==> config.mk <==
export PLATFORM = sky130hd
export DESIGN_NAME = ram16k_bist
export DESIGN_NICKNAME = d
export VERILOG_FILES = /design/src/rtl/ram16k_bist.sv
export SDC_FILE = /design/constraint.sdc
export NUM_CORES = 1
export LEC_CHECK = 0
export ABC_AREA = 1
export CAP_MARGIN = 30
export CORE_MARGIN = 10
export CORE_UTILIZATION = 25
export DETAILED_ROUTE_END_ITERATION = 8
export GPL_TIMING_DRIVEN = 0
export HOLD_SLACK_MARGIN = 0.02
export PLACE_DENSITY_LB_ADDON = 0.25
export SETUP_SLACK_MARGIN = 0.05
export SLEW_MARGIN = 25
export SYNTH_ARGS = -nofsm -noshare
export SYNTH_HDL_FRONTEND = slang
export SYNTH_SLANG_ARGS = --single-unit
==> constraint.sdc <==
create_clock -name clk -period 5.3 [get_ports clk]
set_clock_uncertainty 0.2 [all_clocks]
set_input_delay 1.06 -clock clk [delete_from_list [all_inputs] [get_ports clk]]
set_output_delay 1.06 -clock clk [all_outputs]
set_load 0.005 [all_outputs]
==> src/rtl/ram16k_bist.sv <==
// ram16k_bist -- March-style built-in self-test master for the RAM16K data memory.
//
// Runs four March elements over all 2^ADDR_W words:
//   W0   (ascending)  write P
//   R0W1 (ascending)  expect P,  write ~P
//   R1W0 (descending) expect ~P, write P
//   R0   (ascending)  expect P,  read only
// and stops at the first mismatch, recording where it happened.
//
// Ports:
//   clk, reset_n         clock, asynchronous active-low reset
//   start                request a run (sampled only in IDLE or DONE)
//   busy                 run in progress; this block owns the memory port
//   done, fail           result levels (fail valid while done=1)
//   fail_phase/addr/data first mismatch: element (1..3), address, value read
//   mem_load/address/in  RAM16K write side
//   mem_out              RAM16K combinational read data for mem_address
//   state_dbg            current FSM state, for checkers
//
// Control protocol: start is a level sampled on the rising edge only while
// the engine is idle (IDLE or DONE). Once accepted, busy is high from that
// edge until the edge that enters DONE; done then stays high until the next
// accepted start or reset. start seen while busy is ignored.

module ram16k_bist #(
  parameter int               ADDR_W  = 14,
  parameter int               DATA_W  = 16,
  parameter logic [DATA_W-1:0] PATTERN = 16'h5555
) (
  input  logic              clk,
  input  logic              reset_n,
  input  logic              start,
  output logic              busy,
  output logic              done,
  output logic              fail,
  output logic [1:0]        fail_phase,
  output logic [ADDR_W-1:0] fail_addr,
  output logic [DATA_W-1:0] fail_data,
  output logic              mem_load,
  output logic [ADDR_W-1:0] mem_address,
  output logic [DATA_W-1:0] mem_in,
  input  logic [DATA_W-1:0] mem_out,
  output logic [2:0]        state_dbg
);

  typedef enum logic [2:0] {
    S_IDLE = 3'd0,
    S_W0   = 3'd1,
    S_R0W1 = 3'd2,
    S_R1W0 = 3'd3,
    S_R0   = 3'd4,
    S_DONE = 3'd5
  } state_t;

  localparam logic [ADDR_W-1:0] ADDR_MAX = {ADDR_W{1'b1}};

  state_t              state;
  logic [ADDR_W-1:0]   addr;

  logic                check_en;
  logic [DATA_W-1:0]   expected;
  logic [1:0]          phase_code;
  logic                mismatch;
  logic                addr_last;

  // Per-element port drive and compare setup; everything here is a pure
  // function of registered state so the memory port never glitches on mem_out.
  always_comb begin
    busy       = 1'b0;
    mem_load   = 1'b0;
    mem_in     = '0;
    check_en   = 1'b0;
    expected   = PATTERN;
    phase_code = 2'd0;
    case (state)
      S_W0: begin
        busy     = 1'b1;
        mem_load = 1'b1;
        mem_in   = PATTERN;
      end
      S_R0W1: begin
        busy       = 1'b1;
        mem_load   = 1'b1;
        mem_in     = ~PATTERN;
        check_en   = 1'b1;
        expected   = PATTERN;
        phase_code = 2'd1;
      end
      S_R1W0: begin
        busy       = 1'b1;
        mem_load   = 1'b1;
        mem_in     = PATTERN;
        check_en   = 1'b1;
        expected   = ~PATTERN;
        phase_code = 2'd2;
      end
      S_R0: begin
        busy       = 1'b1;
        check_en   = 1'b1;
        expected   = PATTERN;
        phase_code = 2'd3;
      end
      default: ;
    endcase
  end

  // Address is forced to 0 outside a run so the system can take the port back.
  assign mem_address = busy ? addr : '0;
  assign mismatch    = check_en && (mem_out != expected);
  assign addr_last   = (addr == ADDR_MAX);
  assign state_dbg   = state;

  always_ff @(posedge clk or negedge reset_n) begin
    if (!reset_n) begin
      state      <= S_IDLE;
      addr       <= '0;
      done       <= 1'b0;
      fail       <= 1'b0;
      fail_phase <= 2'd0;
      fail_addr  <= '0;
      fail_data  <= '0;
    end else begin
      case (state)
        S_IDLE, S_DONE: begin
          if (start) begin
            state      <= S_W0;
            addr       <= '0;
            done       <= 1'b0;
            fail       <= 1'b0;
            fail_phase <= 2'd0;
            fail_addr  <= '0;
            fail_data  <= '0;
          end
        end

        S_W0: begin
          if (addr_last) begin
            state <= S_R0W1;
            addr  <= '0;
          end else begin
            addr <= addr + 1'b1;
          end
        end

        S_R0W1: begin
          if (mismatch) begin
            state <= S_DONE;
          end else if (addr_last) begin
            // Address stays at max: R1W0 starts from the top.
            state <= S_R1W0;
          end else begin
            addr <= addr + 1'b1;
          end
        end

        S_R1W0: begin
          if (mismatch) begin
            state <= S_DONE;
          end else if (addr == '0) begin
            state <= S_R0;
          end else begin
            addr <= addr - 1'b1;
          end
        end

        S_R0: begin
          if (mismatch || addr_last) begin
            state <= S_DONE;
          end else begin
            addr <= addr + 1'b1;
          end
        end

        default: state <= S_IDLE;
      endcase

      // Common handling for leaving a checking element: either a first
      // mismatch or the natural end of R0 completes the run.
      if (mismatch) begin
        fail       <= 1'b1;
        fail_phase <= phase_code;
        fail_addr  <= addr;
        fail_data  <= mem_out;
      end
      if (mismatch || (state == S_R0 && addr_last)) begin
        done <= 1'b1;
        addr <= '0;
      end
    end
  end

endmodule

**After elaboration in Yosys (flattened, before gate mapping)**

Index checks and enable logic that the tools add are counted.

- Register bits: 51
- Word-level logic and storage cells: 83
- Output and inout bits: 69
- Bits of input ports: 19

- Multiplexer cells: 36
- Equal/unequal tests: 18
- Add/sub/neg operators: 2
- Reductions and logical operators: 20

Operators with widths:

| kind | number |
|---|---|
| $mux W14 | 11 |
| $pmux W14 S5 | 1 |
| $mux W16 | 4 |
| $pmux W16 S2 | 1 |
| $mux W3 | 7 |
| $ne A3 B3 Y1 const B | 7 |
| $ne A16 B16 Y1 | 1 |
| $pmux W3 S5 | 1 |
| $add A14 B1 Y14 const B | 1 |
| $eq A14 B14 Y1 const B | 1 |
| $logic_not A14 Y1 | 1 |
| $sub A14 B1 Y14 const B | 1 |
| $reduce_bool A2 Y1 | 4 |
| $mux W1 | 7 |
| $reduce_and A7 Y1 | 1 |
| $eq A3 B2 Y1 const B | 2 |
| $eq A3 B3 Y1 const B | 2 |
| $mux W2 | 3 |
| $ne A2 B2 Y1 const B | 3 |
| $pmux W2 S3 | 1 |
| $reduce_bool A6 Y1 | 1 |
| $reduce_or A3 Y1 | 2 |
| $reduce_and A5 Y1 | 1 |
| $reduce_and A2 Y1 | 2 |
| other kinds (7) | 10 |

**Logic depth before layout (Yosys ltp)**

- Depth in word-level cells: 8
- Mapped depth: 13
- Depth with buffers taken out: 12

**Worst setup path before layout**

Ideal clock, no wire load.

- Path type: flip-flop to output port
- Start point: register state[2] (netlist: state_dbg[2])
- End point: output port mem_address[10]
- Buffers on the path: 2
- Data required time: 4.040 ns
- Stages on the path, launching flop included: 10
- Slack: 2.441 ns
- Data arrival time: 1.599 ns
- Path through: dfrtp_1 > buf_2 > nor3_4 > nor2_4 > nand2_2 > inv_1 > nand2_1 > inv_1 > buf_2 > nor2_1

- Longest elaborated chain between the ends: 4

Ends and longest elaborated chain:

| what | RTL line | source |
|---|---|---|
| start, declared | 57 | `state_t state;` |
| start signal, assigned | 115 | `state <= S_IDLE;` |
| start signal, assigned | 126 | `state <= S_W0;` |
| start signal, assigned | 138 | `state <= S_R0W1;` |
| $eq A3 B3 Y1 (tied with other cells) | 75 | `case (state)` |
| $reduce_or A4 Y1 (no line) * | n/a |  |
| $mux W1 * | 75 |  |
| via busy | 33 | `output logic busy,` |
| $mux W14 * | 108 | `assign mem_address = busy ? addr : '0;` |
| end, declared | 40 | `output logic [ADDR_W-1:0] mem_address,` |

The timed path passes the listed nets; every way through them passes the cells marked *.

**Worst setup path after layout**

- Start point: register state[2] (netlist: state_dbg[2])
- End point: output port mem_address[11]

- Longest elaborated chain between the ends: 4

Ends and longest elaborated chain:

| what | RTL line |
|---|---|
| $eq A3 B3 Y1 (tied with other cells) | 75 |
| $reduce_or A4 Y1 (no line) * | n/a |
| $mux W1 * | 75 |
| $mux W14 * | 108 |

Mark *: on every way between the ends. The rest lies on a longest branch, timed or not.

==> impl_results.md <==
* Largest net degree at the start of global routing at 52
* XOR/XNOR Fraction of Synth Area at 0.505%
* # DRC at 0
* H-tree levels at 2
* Core Area at 0.0137 sq mm
* Cts bufs inserted at 5
* Ys Warns at 0
* Initial drt markers at 213
* Post-synthesis mux area share at 0%
* Worst endpoint required time at 4.04 ns
* DR pass1 iterations at 5
* Max-cap viol count at 0
* Synthesized Nets at 544
* PD cells at 601 mW/mm^2
* CTS root buf: clkbuf_16
* Buffers and inverters on the worst path at 5
* #FFs+latches synth at 51
* Worst r2r src: state_dbg[2]
* Final TNS setup at 0 ns
* Top_reg_cell synth: dfrtp_1
* Sink Count at 51
* Initial antenna violation count at 0
* Multi-input gate area at 0.00164 sq mm
* Top post-synthesis cells by area: dfrtp_1, nand2_1, inv_1
* Hold_buf cts at 0
* Worst R2R Path Depth at 8
* Syn avg cell area at 6.65 sq um
* Number of global-route vias before repair at 3574
* Largest family of logic cells by synthesized area: simple AND/OR/NAND/NOR gates
* Run status: finished, final reports clean
* Part of the cycle the worst path needs at 74.1%
* Post-DRT Antenna Nets at 0
* WP data arrival at 2.67 ns
* Synth area leader: dfrtp_1
* # IOs at 88
* Final Hold Viols at 0
* Die Wd at 138 um
* Crit Path Category: reg -> out
* CP Capture Type: primary output
* Worst reg2reg setup slack at 2.98 ns
* HP Class: reg -> reg
* Compound-Gate Fraction of Synth Area at 8.22%
* Post-synth top area share at 36.8%
* Vias post-DR at 3594
* Starting Density at 25.3%
* Via-to-Cell Ratio at 4.52
* Final Slew Violations at 0
* Synth async-reset ratio at 100%
* Setup Fix Bufs, Post-CTS at 0
* Placed cell count at 789
* Seq/Total Area, Yosys at 36.8%
* Crit path depth at 10
* Post-synth EDFFs at 0
* First-pass GRT wire length at 19000 um
* Worst r2r dst: fail_data[12]
* Height of the die at 138 um
* Post-synth cell types at 29
* Adder-Cell Fraction of Synth Area at 1.08%
* Max incr delay on CP at 0.51 ns
* Routed WL at 11600 um
* Final min period at 3.93 ns
* Cells along the critical path: buf_2 -> nor3_4 -> nor2_4 -> nand2_2 -> inv_1 -> nand2_1 -> inv_1 -> buf_2 -> nor2_1 -> clkdlybuf4s50_1
* RSZ-0062 raised after global routing: false
* Fmax achieved at 255 MHz
* Count of mapped cells out of synthesis at 522
* Crit-path max FO at 12
* Hold Crit Depth at 2
* Hold Crit Start: done
* P_leak at 0.00233 uW
* Die ar. at 0.0190 sq mm
* Filler cells at 1500
* Net count reported at finish at 638
* Slew HR at 55.5%
* CTS resizes at 0
* Overflow after GRT at 0
* Worst skew pair latency at 0.30 ns
* Placer congestion estimate at 0.908
* Layout cell share with drive strength beyond 1 at 9.58%
* Post-DR wirelength/cell at 14.5 um
* Slowest cell on crit path: clkdlybuf4s50_1
* # setup viols final at 0
* CTS tree: built
* CP delay by family, top: buffers and inverters
* Post-Syn Area at 0.00347 sq mm
* Detailed placer's ending HPWL at 8980 um
* Global Route Usage Sum at 12.5%
* Kind of start point of the critical path: flip-flop
* ANT cells at 0
* Synth-to-Final Area Change at 35.5%
* Row count at 43
* CTS clock-pin slew for the worst setup and hold paths at 0.07 ns
* Port Buffers at 87
* Tightest Pin Transition at 0.667 ns
* Area share of and/or/nand/nor cells after synthesis at 37.5%
* Worst ir drop on vdd at 0.272 mV
* Register area at 0.00128 sq mm
* CTS max path bufs at 2
* Final Non-Filler Cells at 796
* Hold Path End: done
synthesized netlist by cell type, drive strengths merged, types with 2 or more instances:
master,count
o21ai,24
o22ai,21
nor2,60
nor3,3
nand3,56
inv,88
nand2,156
a21oi,3
ha,3
buf,31
clkbuf,2
dfrtp,51
nand4,19
routing by layer:
| metal | track usage [%] | part of all wire [%] | vias to the layer above |
|---|---|---|---|
| met5 | 0 | 0 | - |
| met4 | 3.59 | 1.4 | 0 |
| met3 | 2.97 | 7.6 | 10 |
| met2 | 19.9 | 46 | 122 |
| met1 | 16.4 | 45 | 1651 |
| li1 | - | - | 1811 |
stage by stage:
stage	cell area, sq um	setup slack (ns)	hold WS [ns]	power [uW]	utilization [%]
6_report	4700	1.37	0.318	2830	34.3
2_1_floorplan	3470	2.44	0.290	1730	-
4_1_cts	4700	1.30	0.323	2860	34.3
5_1_grt	4700	1.09	0.360	3100	34.3
3_5_place_dp	4570	1.63	0.305	2520	33.3
3_3_place_gp	4570	1.36	0.297	2500	33.3
sequential cells by signal (all words and copies together) (netlist names):
register,cells
fail_addr,14
state_dbg,3
fail,1
fail_phase,2
done,1
addr,14
fail_data,16
tightest hold or removal path: stages, from the launching register on:
cell and delay (ns):
dfrtp_1 0.35, o21ai_0 0.08, nand2_1 0.06
power by group:
part	leakage (uW)	internal [uW]	total (uW)	switching, uW
logic	0.00158	800	1850	1050
clock network	0.0000696	173	328	155
registers	0.000677	541	652	111
total	0.00233	1510	2830	1310
cell type report:
cell class	instances	share of cell area (%)
timing repair buffer	87	18.5
clock inverter	2	0.293
buffer	33	4.68
clock buffer	5	2.66
sequential	51	27.1
inverter	89	7.10
tap	180	4.79
multi-input combinational	349	34.9
worst max-delay path by stage:
stage | endpoint | startpoint
2_1_floorplan | mem_address[10] | state_dbg[2]
3_3_place_gp | addr[9] | reset_n
3_5_place_dp | mem_address[11] | state_dbg[2]
4_1_cts | mem_address[11] | state_dbg[2]
5_1_grt | mem_address[11] | state_dbg[2]
6_report | mem_address[11] | state_dbg[2]
placed cells by master, fill, tap and decap left out, types with 5 or more instances in the layout:
| cell | instances |
|---|---|
| o21ai_0 | 21 |
| buf_4 | 19 |
| clkbuf_16 | 5 |
| inv_1 | 84 |
| buf_2 | 11 |
| nand2_1 | 152 |
| nand4_1 | 19 |
| dfrtp_1 | 51 |
| nor2_1 | 53 |
| o22ai_1 | 21 |
| clkdlybuf4s50_1 | 86 |
| nand3_1 | 53 |
logic make-up (layout without fill, tap and decap cells):
logic type      Yosys count  in the layout
compound gates           50             50
xor+xnor                  2              2
fa+ha+maj                 3              3
buf+inv                 122            216
flops                    51             51
simple gates            294            294
No activity file was read; power rests on OpenSTA's default activity.
